**src/rtl/ram_bank_pkg.sv**
```systemverilog
// ram_bank_pkg: shared IDLE/SWEEP state encoding for ram_bank
package ram_bank_pkg;
  typedef enum logic {IDLE = 1'b0, SWEEP = 1'b1} state_e;
endpackage

```
**src/rtl/word_reg.sv**
```systemverilog
// word_reg: WIDTH-bit storage word; ports clk, rst_n (async low), load_i, clear_i (sync, wins over load), d_i, q_o
module word_reg #(
  parameter int WIDTH = 16
) (
  input  logic             clk,
  input  logic             rst_n,
  input  logic             load_i,
  input  logic             clear_i,
  input  logic [WIDTH-1:0] d_i,
  output logic [WIDTH-1:0] q_o
);
  logic [WIDTH-1:0] q_q, q_d;
  always_comb q_d = clear_i ? '0 : load_i ? d_i : q_q;
  always_ff @(posedge clk or negedge rst_n)
    if (!rst_n) q_q <= '0;
    else q_q <= q_d;
  assign q_o = q_q;
endmodule

```
**src/rtl/ram_bank.sv**
```systemverilog
// ram_bank: DEPTH x WIDTH bank; comb read out=mem[addr], write in on load, clr starts a DEPTH-cycle zeroing sweep flagged by busy; async low rst_n
module ram_bank
  import ram_bank_pkg::*;
#(
  parameter  int WIDTH  = 16,
  parameter  int DEPTH  = 8,
  localparam int ADDR_W = $clog2(DEPTH)
) (
  input  logic              clk,
  input  logic              rst_n,
  input  logic [WIDTH-1:0]  in,
  input  logic [ADDR_W-1:0] addr,
  input  logic              load,
  input  logic              clr,
  output logic [WIDTH-1:0]  out,
  output logic              busy
);
  state_e            state_q, state_d;
  logic [ADDR_W-1:0] cnt_q, cnt_d;
  logic              wr_en, last;
  logic [DEPTH-1:0]  ld_vec, clr_vec;
  logic [WIDTH-1:0]  word_q [DEPTH];
  assign wr_en = state_q == IDLE && load && !clr;
  assign last  = cnt_q == ADDR_W'(DEPTH - 1);
  always_comb begin
    state_d = state_q == IDLE ? (clr ? SWEEP : IDLE) : (last ? IDLE : SWEEP);
    cnt_d   = state_q == SWEEP ? ADDR_W'(cnt_q + 1'b1) : '0;
  end
  always_ff @(posedge clk or negedge rst_n)
    if (!rst_n) begin
      state_q <= IDLE;
      cnt_q   <= '0;
    end else begin
      state_q <= state_d;
      cnt_q   <= cnt_d;
    end
  for (genvar i = 0; i < DEPTH; i++) begin : g_word
    assign ld_vec[i]  = wr_en && addr == ADDR_W'(i);
    assign clr_vec[i] = state_q == SWEEP && cnt_q == ADDR_W'(i);
    word_reg #(.WIDTH(WIDTH)) u_word (
      .clk    (clk),
      .rst_n  (rst_n),
      .load_i (ld_vec[i]),
      .clear_i(clr_vec[i]),
      .d_i    (in),
      .q_o    (word_q[i])
    );
  end
  assign out  = word_q[addr];
  assign busy = state_q == SWEEP;
endmodule

```
**config.mk**
```make
export PLATFORM = sky130hd
export DESIGN_NAME = ram_bank
export DESIGN_NICKNAME = d
export VERILOG_FILES = /design/src/rtl/ram_bank_pkg.sv /design/src/rtl/word_reg.sv /design/src/rtl/ram_bank.sv
export SDC_FILE = /design/constraint.sdc
export NUM_CORES = 1
export LEC_CHECK = 0
export CAP_MARGIN = 30
export CORE_MARGIN = 2
export CORE_UTILIZATION = 40
export CTS_CLUSTER_SIZE = 16
export DETAILED_ROUTE_END_ITERATION = 7
export PLACE_DENSITY = 0.63
export SYNTH_ARGS = -nofsm -noshare
export SYNTH_HDL_FRONTEND = slang
export SYNTH_SLANG_ARGS = --single-unit
```
**constraint.sdc**
```tcl
create_clock -name clk -period 2.9 [get_ports clk]
set_input_delay 0.58 -clock clk [delete_from_list [all_inputs] [get_ports clk]]
set_output_delay 0.58 -clock clk [all_outputs]
set_load 0.02 [all_outputs]
```
# Word level (Yosys, flattened, before mapping)
# Cells that the tools add are included.
# op_classes
addsub	1
n_bitwise	2
muxes	23
n_lt_le_gt_ge	1
n_eq_ne	14
n_reduce_logical	29
# ops
cell	n
16-bit 2-to-1 mux	18
16-bit binary-select mux with 3-bit select	1
3-bit == test (second input constant)	8
1-bit logical AND	18
2-bit nonzero test	8
3-bit by 2-bit == test with 1-bit output (second input constant)	4
3-bit by 1-bit == test with 1-bit output (second input constant)	2
3-bit zero test	2
4-bit >= comparator (second input constant)	1
3-bit NOT with 4-bit output	1
3-bit by 1-bit adder with 3-bit output (second input constant)	1
1-bit 2-to-1 mux	3
3-bit 2-to-1 mux	1
1-bit zero test	1
1-bit NOT	1
# word_totals
output_inout_bits	17
inputBits	23
word_cells	80
reg_bits	132

# Longest topological paths before layout
# Gate-level depths: netlist (run 1).
# depth
ltp_word	6
mapped_depth	6
mapped_depth_nobuf	5

# Cells and area by module
# Synthesis (run 1) repeated with hierarchy kept, for this count alone.
# hier_totals
cells_unflattened	582
hier_area_um2	6703.9
# by_module_without_submodules
module	instances	area_each_um2	seq_area_each_um2	cells_each
word_reg	8	660.6	400.4	52
ram_bank	1	1418.9	100.1	166

# Least setup slack after synthesis (run 1)
# No wires, ideal clock.
# synth_path
kind	input to output
startpoint	input addr[1]
endpoint	output out[10]
arrival_ns	1.801
cell_stages	6
path_buffers	3
t_required_ns	2.320
slack_ns	0.519
cell_sequence	buf_6 -> buf_6 -> buf_6 -> mux2i_1 -> o2bb2ai_1 -> a221oi_1
# synth_via
elab_chain_len	4
# synth_rtl
item	line	source
start: declaration	ram_bank.sv:12	input logic [ADDR_W-1:0] addr,
3-bit NOT with 4-bit output (not written as such)	ram_bank.sv:49	assign out = word_q[addr];
16-bit binary-select mux with 3-bit select	ram_bank.sv:49	
16-bit 2-to-1 mux (not written as such) (2 in series)	ram_bank.sv:49	
end: declaration	ram_bank.sv:15	output logic [WIDTH-1:0] out,
# No other way between the ends. The select of a mux whose other input is x is not followed.

# Worst setup path after layout (run 1)
# layout_path
startpoint	input addr[2]
endpoint	output out[1]
# The elaborated chain is that of the path after synthesis.

==> reports/results.md, run 1 <==
| Parameter | This run |
|:---|:---|
| Sequential element share of the synthesized area | 49.5% |
| Number of maximum-capacitance violations | 0 |
| Startpoint type of the worst setup path | primary input |
| Width of the chip | 133 µm |
| Warnings, synthesis | 0 |
| First-pass GRT wire length | 28.4 mm |
| Leakage | 4.45 nW |
| Unrepaired setup endpoints after global routing | no |
| Total area of multi-input combinational cells | 3100 µm² |
| IR Drop Worst-Case VDD | 0.486 mV |
| Worst R2R Setup Slack | 0.99 ns |
| Total Die Area | 17700 µm² |
| Highest clock frequency the design can meet | 352 MHz |
| Pre-CTS setup slack | -0.399 ns |
| Number of remaining DRC errors | 0 |
| Share of cell area taken by muxes after synthesis | 28.9% |
| Final setup violation count | 0 |
| Launching point of the worst reg2reg path | cnt_q[0] |
| Crit path capture type | output port |
| Worst r2r path cells | 5 |
| Logic depth of the worst setup path including buffers | 7 |
| Count of endpoints failing hold in the final timing report | 0 |
| Final critical-path setup slack | 0.0553 ns |
| Critical Setup Path Class | primary input to output port |
| Share of the clock period used by the worst path after layout | 98.1% |
| Crit path required time | 2.32 ns |
| Psw | 2.09 mW |
| Final instance count without filler cells | 865 |
| Maximum buffer depth of the clock tree | 2 |
| Clock sinks | 132 |
| Post-synthesis async set-or-reset flop share | 100% |
| Insertion delay to the later sink of the worst-skew pair | 0.42 ns |
| Peak per-stage delay on the critical path | 0.39 ns |
| Number of enable flip-flop cells after synthesis | 0 |
| Fraction of the core area covered by cells at the end of the flow | 49.4% |
| Post-synthesis simple-gate area fraction | 11.8% |
| CTS Buf Count | 17 |
| Area of the core region | 16400 µm² |
| IO Port Bufs | 39 |
| Number of optimization iterations in the first detailed-route pass | 5 |
| Fin Setup TNS | 0 ns |
| Total wirelength of the detailed-routed design | 17.7 mm |
| Relative area change from synthesis to final layout | 21.6% |
| Final Max Slew Viols | 0 |
| Storage cell area | 3300 µm² |
| Max FO, Critical Path | 9 |
| Worst-margin pin slew | 0.863 ns |
| Main combinational cell family by area after synthesis | multiplexers |
| Relative contribution of sequential cells to total power | 42.2% |
| Vertical extent of the die | 133 µm |
| Worst slew slack as a fraction of its limit | 42.3% |
| Syn_nets | 599 |
| Post-CTS setup buffer count | 0 |
| XOR/XNOR share of the synthesized area | 0% |
| ANT nets after route | 0 |
| Internal power component | 4.35 mW |
| Total of fill cells in the finished design | 1448 |
| Final Skew | 0.0121 ns |
| Overall fraction of global-route tracks in use | 21.1% |
| Count of buffer and inverter cells on the critical path | 4 |
| Total power | 6.45 mW |
| 1st-iter DRT viols | 385 |
| Number of cells produced by synthesis | 570 |
| Share of power burned in combinational logic | 27.1% |
| Critical path, cell by cell | clkdlybuf4s50_1, buf_4, or2_2, o2bb2ai_1, a211oi_2, buf_4, clkdlybuf4s15_2 |
| Via count of the first global-routing pass | 5024 |
| Status | complete, no violations |
| Worst R2R End | g_word[3].u_word.q_o[1] |
| Complex-gate fraction of the synthesized area | 3.83% |
| Share of total power consumed by net switching | 32.5% |
| Adder and majority cell fraction of the synthesized area | 1.13% |
| Class of the most critical hold timing path | primary input to asynchronous set/reset pin |
| # placed instances | 835 |
| Slowest stage cell on the critical path | sky130_fd_sc_hd__clkdlybuf4s50_1 |
| Cell seen most often among critical-path stages | sky130_fd_sc_hd__buf_4 |
| Final period demand of the worst path | 2.84 ns |
| CTS Root Cell | sky130_fd_sc_hd__clkbuf_16 |
| Leading cell type in the layout, fill and taps excluded | sky130_fd_sc_hd__mux2i_1 |
| Pin count of the biggest net entering global routing | 78 |
| Cell class contributing the biggest share of worst-path delay | buffers and inverters |
| Ratio of cells with drive above 1 in the final layout | 19.8% |
| Final nets | 664 |
| Flip-flop cell with the highest count after synthesis | sky130_fd_sc_hd__dfrtp_1 |
| H-Tree Level Count | 4 |
| Launching element of the worst setup path | addr[2] |
| Detailed-route via count | 4665 |
| Standard-cell row count | 47 |
| Capturing element of the worst setup path | out[1] |
| Post-synthesis area per instance | 11.7 µm² |
| Via density | 5.39 |
| Post-CTS Hold Buffers | 0 |
| Number of antenna violations at the first check in global routing | 0 |
| Mapped cell area | 6670 µm² |
| Arrival time reported for the critical path endpoint | 2.26 ns |
| Initial standard-cell utilization of the core | 40.6% |
| Synthesis-stage register bit count | 132 |
| Clock tree from TritonCTS | built |
| Count of inserted antenna diode cells | 0 |
| HPWL after detailed placement | 11.2 mm |
| Count of unique library cells instantiated by Yosys | 37 |
| Routed length per instance | 20.5 µm |
| Most frequent cells in the layout | 143 x sky130_fd_sc_hd__mux2i_1, 133 x sky130_fd_sc_hd__nand2_1, 132 x sky130_fd_sc_hd__dfrtp_1 |
| Pwr per Cell Area | 796 nW/µm² |
| IO Count | 40 |
| Clock-pin slew on the worst setup and hold paths | 0.05 ns |
| Part of the total power dissipated in the clock network | 30.7% |
| Routability-driven placement congestion ratio | 0.811 |
| Overflow after GRT | 0 |
[power groups by stage]
stage,Combinational (mW),Sequential [mW],Clock [mW]
6_report,1.75,2.72,1.98
5_1_grt,1.92,2.79,2.08
4_1_cts,1.75,2.72,2.01
3_5_place_dp,1.75,2.74,0
3_3_place_gp,1.69,2.71,0
2_1_floorplan,1.14,2.64,0
[worst min-delay path by stage]
stage                  start                       end  slack [ns]  cells after the start
floorplan              rst_n                      busy        0.28                      0
global placement    cnt_q[0]                  cnt_q[0]        0.48                      1
detailed placement  cnt_q[0]                  cnt_q[0]        0.51                      1
CTS                    rst_n  g_word[1].u_word.q_o[13]        0.18                      1
global route           rst_n  g_word[1].u_word.q_o[13]        0.20                      1
finish                 rst_n  g_word[1].u_word.q_o[13]        0.16                      1
[logic make-up after synthesis]
family / count (synthesis)
buffers and inverters: 52
AO/OA/AOI/OAI: 34
AND/OR/NAND/NOR: 170
adder cells (fa/ha/maj): 6
multiplexers: 176
flip-flops: 132
[state kept, by name, indices dropped and copies added, names as in the netlist]
| signal | count |
|---|---|
| busy | 1 |
| g_word.u_word.q_o | 128 |
| cnt_q | 3 |
[layer usage]
metal | share of wire, % | track usage (%) | vias to the layer above
met5 | 0 | 0 | -
met4 | 1.5 | 6.86 | 0
met3 | 3.4 | 3.04 | 23
met2 | 51 | 36.5 | 117
met1 | 44 | 27.4 | 2407
li1 | - | - | 2118
[cells in the mapped netlist, drive strengths merged (2+ instances only)]
cell type / count / area, µm²
o22ai: 13 / 81.3
mux4: 10 / 236
ha: 6 / 75.1
or2: 2 / 12.5
dfrtp: 132 / 3300
buf: 27 / 224
inv: 21 / 78.8
mux2: 23 / 259
nor2: 3 / 18.8
nand3b: 3 / 22.5
a211oi: 6 / 45.0
nor2b: 4 / 32.5
mux2i: 143 / 1430
clkbuf: 4 / 15.0
o2bb2ai: 8 / 70.1
nand3: 6 / 40.0
nand2b: 3 / 18.8
nand2: 137 / 524
and2b: 2 / 17.5
a221oi: 5 / 43.8
nor3: 4 / 20.0
[stage by stage]
stage	hold WS (ns)	area (µm²)
after floorplan	0.284	6670
after global placement	0.480	7490
after detailed placement	0.512	7490
after CTS	0.180	8080
after global routing	0.201	8110
final	0.161	8110
[repair_timing]
item | in CTS | in global routing
hold endpoints to repair | 0 | 0
gates cloned | 1 | 0
resized for setup | 47 | 7
setup endpoints to repair | 16 | 5
[final cells by class]
cell class	instances	area share [%]
sequential	132	40.7
multi-input combinational	386	38.3
timing repair buffer	77	10.0
clock buffer	24	5.94
tap	220	3.40
inverter	21	0.972
clock inverter	5	0.648
[worst register-to-register path, delay by kind of cell, from the launching register on]
kind	cells	cell delay [ns]
and+or+nand+nor	2	0.79
DFF	1	0.42
muxes	1	0.18
adders and majority gates	2	0.44
No activity file was read; power rests on OpenSTA's default activity.
==> inputs of run 2 (changes only) <==
- SLEW_MARGIN: unset -> 40
==> reports/results.md, run 2 (synthesis results as in run 1) <==
| Parameter | This run | Delta |
|:---|:---|:---|
| Instance area at placement | 7490 µm² | unchanged |
| Number of antenna violations at the first check in global routing | 0 | unchanged |
| Insertion delay to the later sink of the worst-skew pair | 0.42 ns | about the same |
| Final Skew | 0.00983 ns | was 0.0121 ns |
| Internal power component | 4.36 mW | was 4.35 mW |
| Psw | 2.11 mW | was 2.09 mW |
| Total power | 6.46 mW | was 6.45 mW |
| Ratio of cells with drive above 1 in the final layout | 20.0% | was 19.8% |
| Class of the most critical hold timing path | primary input to asynchronous set/reset pin | unchanged |
| Final Max Slew Viols | 0 | unchanged |
| Overflow after GRT | 0 | unchanged |
| Worst-margin pin slew | 0.858 ns | was 0.863 ns |
| Detailed-route via count | 4643 | was 4665 |
| Highest clock frequency the design can meet | 351 MHz | was 352 MHz |
| Relative contribution of sequential cells to total power | 42.2% | about the same |
| Max FO, Critical Path | 9 | unchanged |
| CTS Root Cell | sky130_fd_sc_hd__clkbuf_16 | unchanged |
| Count of inserted antenna diode cells | 0 | unchanged |
| Overall fraction of global-route tracks in use | 21.1% | unchanged |
| Final instance area | 8110 µm² | about the same |
| Total wirelength of the detailed-routed design | 17.8 mm | was 17.7 mm |
| Relative area change from synthesis to final layout | 21.6% | about the same |
| Maximum buffer depth of the clock tree | 2 | unchanged |
| Crit path capture type | output port | unchanged |
| Pin count of the biggest net entering global routing | 78 | unchanged |
| Largest register FFs | 128 | unchanged |
| Share of the clock period used by the worst path after layout | 98.1% | about the same |
| Share of total power consumed by net switching | 32.6% | was 32.5% |
| Leakage | 4.45 nW | about the same |
| Area of the core region | 16400 µm² | unchanged |
| Startpoint type of the worst setup path | primary input | unchanged |
| Peak per-stage delay on the critical path | 0.39 ns | about the same |
| CTS Buf Count | 17 | unchanged |
| Most frequent cells in the layout | 143 x sky130_fd_sc_hd__mux2i_1, 132 x sky130_fd_sc_hd__nand2_1, 132 x sky130_fd_sc_hd__dfrtp_1 | was 143 x sky130_fd_sc_hd__mux2i_1, 133 x sky130_fd_sc_hd__nand2_1, 132 x sky130_fd_sc_hd__dfrtp_1 |
| Total of fill cells in the finished design | 1447 | was 1448 |
| IO Count | 40 | unchanged |
| Crit path required time | 2.32 ns | about the same |
| GR Layer Usage met1 | 27.4% | unchanged |
| Cell class contributing the biggest share of worst-path delay | buffers and inverters | unchanged |
| Number of remaining DRC errors | 0 | unchanged |
| Met3 routing resource usage after global routing | 3.04% | unchanged |
| Status | complete, no violations | unchanged |
| H-Tree Level Count | 4 | unchanged |
| Clock-pin slew on the worst setup and hold paths | 0.05 ns | about the same |
| Cell seen most often among critical-path stages | sky130_fd_sc_hd__buf_4 | unchanged |
| Arrival time reported for the critical path endpoint | 2.27 ns | was 2.26 ns |
| Routed length per instance | 20.6 µm | was 20.5 µm |
| HPWL after detailed placement | 11.2 mm | unchanged |
| Standard-cell row count | 47 | unchanged |
| Leading cell type in the layout, fill and taps excluded | sky130_fd_sc_hd__mux2i_1 | unchanged |
| Via count of the first global-routing pass | 5024 | unchanged |
| Vertical extent of the die | 133 µm | unchanged |
| ANT nets after route | 0 | unchanged |
| Clock tree from TritonCTS | built | unchanged |
| Number of maximum-capacitance violations | 0 | unchanged |
| Unrepaired setup endpoints after global routing | no | unchanged |
| Via density | 5.37 | was 5.39 |
| Worst slew slack as a fraction of its limit | 42.7% | was 42.3% |
| Share of power burned in combinational logic | 27.1% | about the same |
| IO Port Bufs | 39 | unchanged |
| Post-CTS Hold Buffers | 0 | unchanged |
| Initial standard-cell utilization of the core | 40.6% | unchanged |
| Count of endpoints failing hold in the final timing report | 0 | unchanged |
| Final nets | 664 | unchanged |
| Routability-driven placement congestion ratio | 0.811 | unchanged |
| Final setup violation count | 0 | unchanged |
| Critical path, cell by cell | clkdlybuf4s50_1, buf_4, or2_2, o2bb2ai_1, a211oi_2, buf_4, clkdlybuf4s15_2 | unchanged |
| Number of optimization iterations in the first detailed-route pass | 5 | unchanged |
| Total Die Area | 17700 µm² | unchanged |
| First-pass GRT wire length | 28.4 mm | unchanged |
| Global routing usage on met2 | 36.5% | unchanged |
| 1st-iter DRT viols | 372 | was 385 |
| Slowest stage cell on the critical path | sky130_fd_sc_hd__clkdlybuf4s50_1 | unchanged |
| Final period demand of the worst path | 2.85 ns | was 2.84 ns |
| Width of the chip | 133 µm | unchanged |
| Fin Setup TNS | 0 ns | unchanged |
| Critical Setup Path Class | primary input to output port | unchanged |
| Clock sinks | 132 | unchanged |
| Count of buffer and inverter cells on the critical path | 4 | unchanged |
| IR Drop Worst-Case VDD | 0.487 mV | was 0.486 mV |
| Part of the total power dissipated in the clock network | 30.7% | about the same |
| Pwr per Cell Area | 797 nW/µm² | was 796 nW/µm² |
| Global routing's busiest layer | met2 | unchanged |
-- run 2: area by class of cell --
class                      count  area [µm²]  area share, %
multi-input combinational    386        3110           38.3
clock inverter                 5        52.6          0.648
clock buffer                  24         482           5.94
inverter                      21        78.8          0.972
timing repair buffer          77         812           10.0
sequential                   132        3300           40.7
tap                          220         275           3.39
-- run 2: per-stage QoR --
stage | worst slack [ns] | std cells | hold WS, ns | utilization, %
CTS | 0.0142 | 865 | 0.180 | 49.3
floorplan | 0.519 | 570 | 0.284 | -
global route | 0.00861 | 865 | 0.201 | 49.4
global placement | -0.438 | 835 | 0.480 | 45.6
finish | 0.0544 | 865 | 0.166 | 49.4
detailed placement | -0.399 | 835 | 0.512 | 45.6
-- run 2: what timing repair did --
action,4_1_cts,5_1_grt
gates cloned,1,0
resized for setup,47,7
endpoints found under the setup margin,16,5
buffers inserted,0,0
-- run 2: per-layer routing --
metal / vias up / wire length [µm]
met5: - / 0
li1: 2121 / -
met1: 2392 / 7820
met2: 106 / 9100
met4: 0 / 280
met3: 24 / 586
-- run 2: power by group through the flow --
stage | combinational, mW | clock, mW | sequential (mW)
floorplan | 1.14 | 0 | 2.64
CTS | 1.75 | 2.01 | 2.72
global route | 1.92 | 2.08 | 2.80
global placement | 1.69 | 0 | 2.71
detailed placement | 1.75 | 0 | 2.74
finish | 1.75 | 1.98 | 2.73
-- run 2: worst paths after layout --
check,slack (ns),depth (start not counted),end,startpoint
worst max-delay path,0.05,7,out[1],addr[2]
worst min-delay path,0.17,1,g_word[1].u_word.q_o[13],rst_n
worst max register to register,1.00,5,g_word[7].u_word.q_o[8],cnt_q[0]
worst min register to register,0.51,1,cnt_q[0],cnt_q[0]
max in group asynchronous,1.92,2,g_word[3].u_word.q_o[6],rst_n
min in group clk,0.51,1,cnt_q[0],cnt_q[0]
